<file path="src/rtl/memory_arbiter_if.sv">
// rtl/memory_arbiter_if.sv - fetch, data and shared-memory signal bundle for memory_arbiter
interface memory_arbiter_if;
    logic        IF_REQ;
    logic [31:0] IF_ADDR;
    logic [31:0] IF_RDATA;
    logic        IF_VALID;
    logic        IF_STALL;

    logic        D_RD;
    logic        D_WR;
    logic [31:0] D_ADDR;
    logic [31:0] D_WDATA;
    logic [2:0]  D_SIZE;
    logic [31:0] D_RDATA;
    logic        D_VALID;
    logic        D_STALL;

    logic [31:0] MEM_ADDR;
    logic [31:0] MEM_WDATA;
    logic [2:0]  MEM_SIZE;
    logic        MEM_WE;
    logic        MEM_RDEN;
    logic [31:0] MEM_RDATA;
    logic        MEM_ACK;

    modport slave (
        input  IF_REQ, IF_ADDR, D_RD, D_WR, D_ADDR, D_WDATA, D_SIZE, MEM_RDATA, MEM_ACK,
        output IF_RDATA, IF_VALID, IF_STALL, D_RDATA, D_VALID, D_STALL,
               MEM_ADDR, MEM_WDATA, MEM_SIZE, MEM_WE, MEM_RDEN
    );

    modport master (
        output IF_REQ, IF_ADDR, D_RD, D_WR, D_ADDR, D_WDATA, D_SIZE, MEM_RDATA, MEM_ACK,
        input  IF_RDATA, IF_VALID, IF_STALL, D_RDATA, D_VALID, D_STALL,
               MEM_ADDR, MEM_WDATA, MEM_SIZE, MEM_WE, MEM_RDEN
    );
endinterface

</file>
<file path="src/rtl/memory_arbiter.sv">
// rtl/memory_arbiter.sv - fetch/data arbiter onto one single-port memory with fetch anti-starvation
module memory_arbiter #(
    parameter int STARVE_MAX = 4
) (
    input  logic            ARB_CLOCK,
    input  logic            ARB_RESET,
    memory_arbiter_if.slave bus
);
    localparam int CW = $clog2(STARVE_MAX + 1);

    typedef enum logic [1:0] {IDLE, IF_BUSY, D_BUSY, RESP} state_t;

    state_t        state;
    state_t        state_nxt;
    logic [CW-1:0] starve_cnt;
    logic          d_req;
    logic          starve_full;
    logic          mem_done;
    logic          grant_if;
    logic          grant_d;

    logic [31:0]   mem_addr;
    logic [31:0]   mem_wdata;
    logic [2:0]    mem_size;
    logic          mem_we;
    logic          mem_rden;
    logic [31:0]   if_rdata;
    logic [31:0]   d_rdata;
    logic          if_valid;
    logic          d_valid;

    assign d_req       = bus.D_RD | bus.D_WR;
    assign starve_full = (starve_cnt == CW'(STARVE_MAX));
    assign mem_done    = bus.MEM_ACK & ((state == IF_BUSY) | (state == D_BUSY));

    always_ff @(posedge ARB_CLOCK) begin
        if (ARB_RESET) begin
            state <= IDLE;
        end else begin
            state <= state_nxt;
        end
    end

    // Data side wins in IDLE unless fetch has been passed over STARVE_MAX times in a row
    always_comb begin
        state_nxt = state;
        grant_if  = 1'b0;
        grant_d   = 1'b0;
        case (state)
            IDLE: begin
                if (bus.IF_REQ && (!d_req || starve_full)) begin
                    grant_if  = 1'b1;
                    state_nxt = IF_BUSY;
                end else if (d_req) begin
                    grant_d   = 1'b1;
                    state_nxt = D_BUSY;
                end
            end
            IF_BUSY, D_BUSY: begin
                if (bus.MEM_ACK) begin
                    state_nxt = RESP;
                end
            end
            RESP:    state_nxt = IDLE;
            default: state_nxt = IDLE;
        endcase
    end

    always_ff @(posedge ARB_CLOCK) begin
        if (ARB_RESET) begin
            mem_addr  <= '0;
            mem_wdata <= '0;
            mem_size  <= '0;
            mem_we    <= 1'b0;
            mem_rden  <= 1'b0;
            if_rdata  <= '0;
            d_rdata   <= '0;
            if_valid  <= 1'b0;
            d_valid   <= 1'b0;
        end else begin
            if_valid <= 1'b0;
            d_valid  <= 1'b0;
            if (grant_if) begin
                mem_addr <= bus.IF_ADDR;
                mem_size <= 3'b010;
                mem_we   <= 1'b0;
                mem_rden <= 1'b1;
            end else if (grant_d) begin
                mem_addr  <= bus.D_ADDR;
                mem_size  <= bus.D_SIZE;
                mem_wdata <= bus.D_WDATA;
                mem_we    <= bus.D_WR;
                mem_rden  <= bus.D_RD & ~bus.D_WR;
            end else if (mem_done) begin
                mem_we   <= 1'b0;
                mem_rden <= 1'b0;
                if (state == IF_BUSY) begin
                    if_valid <= 1'b1;
                    if_rdata <= bus.MEM_RDATA;
                end else begin
                    d_valid <= 1'b1;
                    // a write completion leaves the last load value in place
                    if (mem_rden) begin
                        d_rdata <= bus.MEM_RDATA;
                    end
                end
            end
        end
    end

    always_ff @(posedge ARB_CLOCK) begin
        if (ARB_RESET) begin
            starve_cnt <= '0;
        end else if (state == IDLE) begin
            if (grant_if || !bus.IF_REQ) begin
                starve_cnt <= '0;
            end else if (grant_d && !starve_full) begin
                starve_cnt <= starve_cnt + 1'b1;
            end
        end
    end

    assign bus.MEM_ADDR  = mem_addr;
    assign bus.MEM_WDATA = mem_wdata;
    assign bus.MEM_SIZE  = mem_size;
    assign bus.MEM_WE    = mem_we;
    assign bus.MEM_RDEN  = mem_rden;
    assign bus.IF_RDATA  = if_rdata;
    assign bus.IF_VALID  = if_valid;
    assign bus.D_RDATA   = d_rdata;
    assign bus.D_VALID   = d_valid;
    assign bus.IF_STALL  = bus.IF_REQ & ~if_valid;
    assign bus.D_STALL   = d_req & ~d_valid;
endmodule

</file>
<file path="src/flat_wrapper.sv">
// flat-port wrapper written by rule: the top's interface ports become plain ports
module memory_arbiter_flat 
#(
    parameter int STARVE_MAX = 4
)
  (ARB_CLOCK, ARB_RESET, bus_IF_REQ, bus_IF_ADDR, bus_D_RD, bus_D_WR, bus_D_ADDR, bus_D_WDATA, bus_D_SIZE, bus_MEM_RDATA, bus_MEM_ACK, bus_IF_RDATA, bus_IF_VALID, bus_IF_STALL, bus_D_RDATA, bus_D_VALID, bus_D_STALL, bus_MEM_ADDR, bus_MEM_WDATA, bus_MEM_SIZE, bus_MEM_WE, bus_MEM_RDEN);
  memory_arbiter_if bus_i ();
  input  logic ARB_CLOCK;
  input  logic ARB_RESET;
  input wire logic [$bits(bus_i.IF_REQ)-1:0] bus_IF_REQ;
  input wire logic [$bits(bus_i.IF_ADDR)-1:0] bus_IF_ADDR;
  input wire logic [$bits(bus_i.D_RD)-1:0] bus_D_RD;
  input wire logic [$bits(bus_i.D_WR)-1:0] bus_D_WR;
  input wire logic [$bits(bus_i.D_ADDR)-1:0] bus_D_ADDR;
  input wire logic [$bits(bus_i.D_WDATA)-1:0] bus_D_WDATA;
  input wire logic [$bits(bus_i.D_SIZE)-1:0] bus_D_SIZE;
  input wire logic [$bits(bus_i.MEM_RDATA)-1:0] bus_MEM_RDATA;
  input wire logic [$bits(bus_i.MEM_ACK)-1:0] bus_MEM_ACK;
  output wire logic [$bits(bus_i.IF_RDATA)-1:0] bus_IF_RDATA;
  output wire logic [$bits(bus_i.IF_VALID)-1:0] bus_IF_VALID;
  output wire logic [$bits(bus_i.IF_STALL)-1:0] bus_IF_STALL;
  output wire logic [$bits(bus_i.D_RDATA)-1:0] bus_D_RDATA;
  output wire logic [$bits(bus_i.D_VALID)-1:0] bus_D_VALID;
  output wire logic [$bits(bus_i.D_STALL)-1:0] bus_D_STALL;
  output wire logic [$bits(bus_i.MEM_ADDR)-1:0] bus_MEM_ADDR;
  output wire logic [$bits(bus_i.MEM_WDATA)-1:0] bus_MEM_WDATA;
  output wire logic [$bits(bus_i.MEM_SIZE)-1:0] bus_MEM_SIZE;
  output wire logic [$bits(bus_i.MEM_WE)-1:0] bus_MEM_WE;
  output wire logic [$bits(bus_i.MEM_RDEN)-1:0] bus_MEM_RDEN;
  assign bus_i.IF_REQ = bus_IF_REQ;
  assign bus_i.IF_ADDR = bus_IF_ADDR;
  assign bus_i.D_RD = bus_D_RD;
  assign bus_i.D_WR = bus_D_WR;
  assign bus_i.D_ADDR = bus_D_ADDR;
  assign bus_i.D_WDATA = bus_D_WDATA;
  assign bus_i.D_SIZE = bus_D_SIZE;
  assign bus_i.MEM_RDATA = bus_MEM_RDATA;
  assign bus_i.MEM_ACK = bus_MEM_ACK;
  assign bus_IF_RDATA = bus_i.IF_RDATA;
  assign bus_IF_VALID = bus_i.IF_VALID;
  assign bus_IF_STALL = bus_i.IF_STALL;
  assign bus_D_RDATA = bus_i.D_RDATA;
  assign bus_D_VALID = bus_i.D_VALID;
  assign bus_D_STALL = bus_i.D_STALL;
  assign bus_MEM_ADDR = bus_i.MEM_ADDR;
  assign bus_MEM_WDATA = bus_i.MEM_WDATA;
  assign bus_MEM_SIZE = bus_i.MEM_SIZE;
  assign bus_MEM_WE = bus_i.MEM_WE;
  assign bus_MEM_RDEN = bus_i.MEM_RDEN;
  memory_arbiter #(.STARVE_MAX(STARVE_MAX)) u_core (.ARB_CLOCK(ARB_CLOCK), .ARB_RESET(ARB_RESET), .bus(bus_i));
endmodule
</file>
<file path="config.mk">
export PLATFORM = sky130hd
export DESIGN_NAME = memory_arbiter_flat
export DESIGN_NICKNAME = d
export VERILOG_FILES = /design/src/rtl/memory_arbiter_if.sv /design/src/rtl/memory_arbiter.sv /design/src/flat_wrapper.sv
export SDC_FILE = /design/constraint.sdc
export NUM_CORES = 1
export LEC_CHECK = 0
export ABC_AREA = 1
export BUFFER_PORTS_ARGS = -buffer_cell sky130_fd_sc_hd__buf_2
export CAP_MARGIN = 20
export CORE_MARGIN = 2
export CORE_UTILIZATION = 43
export CTS_BUF_LIST = sky130_fd_sc_hd__clkbuf_4
export DETAILED_ROUTE_END_ITERATION = 16
export GPL_TIMING_DRIVEN = 0
export PLACE_DENSITY = 0.79
export SLEW_MARGIN = 20
export SYNTH_ARGS = -nofsm -noshare
export SYNTH_HDL_FRONTEND = slang
export SYNTH_SLANG_ARGS = --single-unit
</file>
<file path="constraint.sdc">
create_clock -name ARB_CLOCK -period 1.4 [get_ports ARB_CLOCK]
set_input_delay 0.21 -clock ARB_CLOCK [delete_from_list [all_inputs] [get_ports ARB_CLOCK]]
set_output_delay 0.21 -clock ARB_CLOCK [all_outputs]
set_load 0.05 [all_outputs]
</file>
==> results.sh <==
export IMPL_status="finished with violations"
export IMPL_violations="setup timing"
export IMPL_num_rows=41
export IMPL_setup_ws_ns=-0.300
export IMPL_drive_gt1_share_pct=44.0
export IMPL_skew_ns=0.0316
export IMPL_die_y_um=118
export IMPL_worst_slew_pin_slew_ns=0.945
export IMPL_synth_seq_cells=140
export IMPL_synth_edf_count=0
export IMPL_synth_top_cell_area_share_pct=50.2
export IMPL_rrSetupSlack_ns=-0.30
export IMPL_grt_overflow=0
export IMPL_nets=1379
export IMPL_synth_cell_types=26
export IMPL_yosys_cell_count_top_type="nor2_1"
export IMPL_yosysTopAreaCell="dfxtp_1"
export IMPL_yosysWarnings=0
export IMPL_r2r_end="u_core.bus.MEM_ADDR[26]"
export IMPL_synth_top_family_by_area="simple AND/OR/NAND/NOR gates"
export IMPL_cts_tree="built"
export IMPL_endpoint="u_core.bus.MEM_ADDR[26]"
export IMPL_period_needed_ns=1.70
export IMPL_dr_first_iter_drc_count=865
export IMPL_rsz0062_at_grt="yes"
export IMPL_cp_start_kind="flop"
export IMPL_path_class="flop to flop"
export IMPL_synth_xor_area_share_pct=0.314
export IMPL_ant_nets=0
export IMPL_cts_buffers=17
export IMPL_synth_common_cells="nor2_1 (218), dfxtp_1 (140), nand2_1 (137), o21ai_0 (96), nand4_1 (32)"
export IMPL_syn_inst=767
export IMPL_synthTopCellsByArea="dfxtp_1 (50%), nor2_1 (15%), nand2_1 (9.2%)"
export IMPL_hpwl_mm=12.4
export IMPL_grt_pass1_wl_mm=38.0
export IMPL_syn_nets=909
export IMPL_worstSetupEndpointType="flop"
export IMPL_power_uw=20300
export IMPL_die_area_sq_um=13900
export IMPL_grt_usage_pct=34.1
export IMPL_dr_pass1_iters=6
export IMPL_insertion_delay_ns=0.54
export IMPL_startpoint="u_core.starve_cnt[1]"
export IMPL_clock_root_buffer="clkbuf_4"
export IMPL_wirelength_mm=28.1
export IMPL_coreArea_sq_um=12600
export IMPL_fin_tns_setup_ns=-23.93
export IMPL_finalInstanceArea_sq_um=10600
export IMPL_ys_seq_area_share_pct=50.2
export IMPL_drc=0
export IMPL_yosys_area_share_simple_pct=31.7
export IMPL_die_width_um=118
export IMPL_power_per_cell_area_nw_per_um2=1910
export IMPL_final_setup_viol_count=141
export IMPL_initial_core_util_pct=44.2
export IMPL_drv_cap=0
export IMPL_worstHoldPathType="input port to flop"
export IMPL_reg2reg_depth=10
export IMPL_finalCritPeriodShare_pct=121
export IMPL_finalHoldViolations=0
export IMPL_clk_pin_slew_ns=0.13
export IMPL_r2r_start="u_core.starve_cnt[1]"
export IMPL_synthToLayoutAreaGrowth_pct=90.9
export IMPL_syn_area_sq_um=5580
export IMPL_cts_sinks=140
export IMPL_clockBufferDepth=2
export IMPL_antenna_found_initial=2
export IMPL_synth_compound_area_share_pct=10.1
export IMPL_ios=274
export IMPL_place_area_sq_um=7250
export IMPL_dr_total_vias=7924
export IMPL_drv_slew=0
export IMPL_wl_per_cell_um=19.7
export IMPL_p_leak_uw=0.00509
export IMPL_async_flop_share_pct=0
export IMPL_relSlewSlack_pct=37.0
export IMPL_required_ns=1.84
export IMPL_arrival_ns=2.14
export IMPL_synthMuxAreaShare_pct=0
export IMPL_grt_max_degree=17
export IMPL_vias_per_cell=5.57
export IMPL_htree_levels=4
export IMPL_grt_pass1_vias=7697
export IMPL_peakVddDrop_mv=1.59
export IMPL_synth_ff_type="dfxtp_1"
export IMPL_synth_fa_ha_area_share_pct=1.12
export IMPL_synth_area_per_cell_sq_um=7.27
export IMPL_gp_congestion=0.837
export IMPL_fmax_mhz=588
export IMPL_io_buffers=272
export IMPL_crit_fanout=10
[placed cells by master, fill, tap and decap left out, types with 4 or more instances in the layout]
cell           Yosys  final
nor2_2             0     12
buf_8              0     11
nand3_1           26     23
inv_1             31     23
inv_2              4      8
dfxtp_1          140    130
clkbuf_1          21     13
clkinv_2           0      4
buf_4              1    127
o21ai_1            4     25
nor3_1             7      7
nand2_4            1      9
nand4_1           32     32
clkbuf_4           0     33
o21ai_2            1     65
nand2_1          137     95
nand2_2            3     33
dlygate4sd3_1      0    128
o21ai_4            1      5
clkbuf_16          0      8
clkbuf_8           0      5
buf_2             21    141
buf_12             0      6
o21ai_0           96      7
buf_6              2     43
nand2_8            0      4
dfxtp_2            0     10
nor2_1           218    204
[critical path: stages (launching register included)]
cell and delay [ns]:
dfxtp_2 0.36, inv_2 0.08, ha_4 0.14, nand2_4 0.07
buf_4 0.15, o21a_2 0.25, buf_6 0.16, nand3_1 0.13
nand3_1 0.15, nand2_1 0.09, inv_1 0.04
[timing repair]
action | in CTS | in global routing
cloned | 11 | 9
hold endpoints to repair | 133 | 0
buffers inserted | 20 | 11
gates resized for setup | 278 | 223
setup endpoints to repair | 231 | 193
pin swaps | 28 | 40
hold buffers | 128 | 0
[layout make-up]
class | count | area [sq um]
Clock buffer | 19 | 143
Buffer | 50 | 458
Tap cell | 172 | 215
Inverter | 35 | 161
Fill cell | 646 | 1970
Timing Repair Buffer | 450 | 3710
Clock inverter | 12 | 125
Sequential cell | 140 | 2820
Antenna cell | 2 | 5.00
Multi-Input combinational cell | 543 | 3010
[registers in the layout, summed over array words and instances, names as in the netlist]
register	flops
u_core.bus.MEM_ADDR	32
u_core.bus.IF_VALID	1
u_core.bus.MEM_WDATA	32
u_core.starve_cnt	3
u_core.state	2
u_core.bus.MEM_SIZE	3
u_core.bus.MEM_WE	1
u_core.bus.MEM_RDEN	1
u_core.bus.IF_RDATA	32
u_core.bus.D_RDATA	32
u_core.bus.D_VALID	1
[how the worst min path moves through the flow]
stage                            startpoint                       end  slack [ns]  cells after the start
finish                      bus_IF_ADDR[31]   u_core.bus.MEM_ADDR[31]        0.08                      5
global route                    bus_MEM_ACK           u_core.state[1]        0.06                      4
CTS                           bus_D_ADDR[4]    u_core.bus.MEM_ADDR[4]      0.0005                      5
detailed placement  u_core.bus.MEM_ADDR[15]   u_core.bus.MEM_ADDR[15]        0.43                      2
global placement            bus_D_WDATA[13]  u_core.bus.MEM_WDATA[13]        0.43                      3
floorplan                         ARB_RESET   u_core.bus.MEM_ADDR[10]        0.28                      1
[power by group]
group / internal [uW] / switching, uW
logic: 4580 / 7470
registers: 4910 / 696
clock network: 1080 / 1550
[stage by stage]
stage | instances | utilization (%) | hold WS [ns] | setup WS [ns]
3_3_place_gp | 1211 | 57.5 | 0.431 | -0.288
5_1_grt | 1423 | 84.4 | 0.0625 | -0.360
4_1_cts | 1401 | 77.6 | 0.000530 | -0.168
2_1_floorplan | 767 | - | 0.282 | -0.0174
3_5_place_dp | 1211 | 57.5 | 0.433 | -0.326
6_report | 1423 | 84.4 | 0.0784 | -0.300
[logic make-up (layout without fill, tap and decap cells)]
| group | after synthesis | count (layout) |
|---|---|---|
| adder cells (fa/ha/maj) | 5 | 5 |
| XOR/XNOR | 2 | 2 |
| other | 0 | 2 |
| AO/OA/AOI/OAI | 109 | 109 |
| flip-flops | 140 | 140 |
| buffers and inverters | 85 | 566 |
| AND/OR/NAND/NOR | 426 | 427 |
[layer usage]
layer	GRT usage, %	wire [um]	vias to the layer above
met5	0	0	-
met4	25.4	2280	0
met3	9.74	2570	236
met2	58.0	13600	667
met1	35.7	9590	3603
li1	-	-	3418
(Power assumes the default switching activity.)
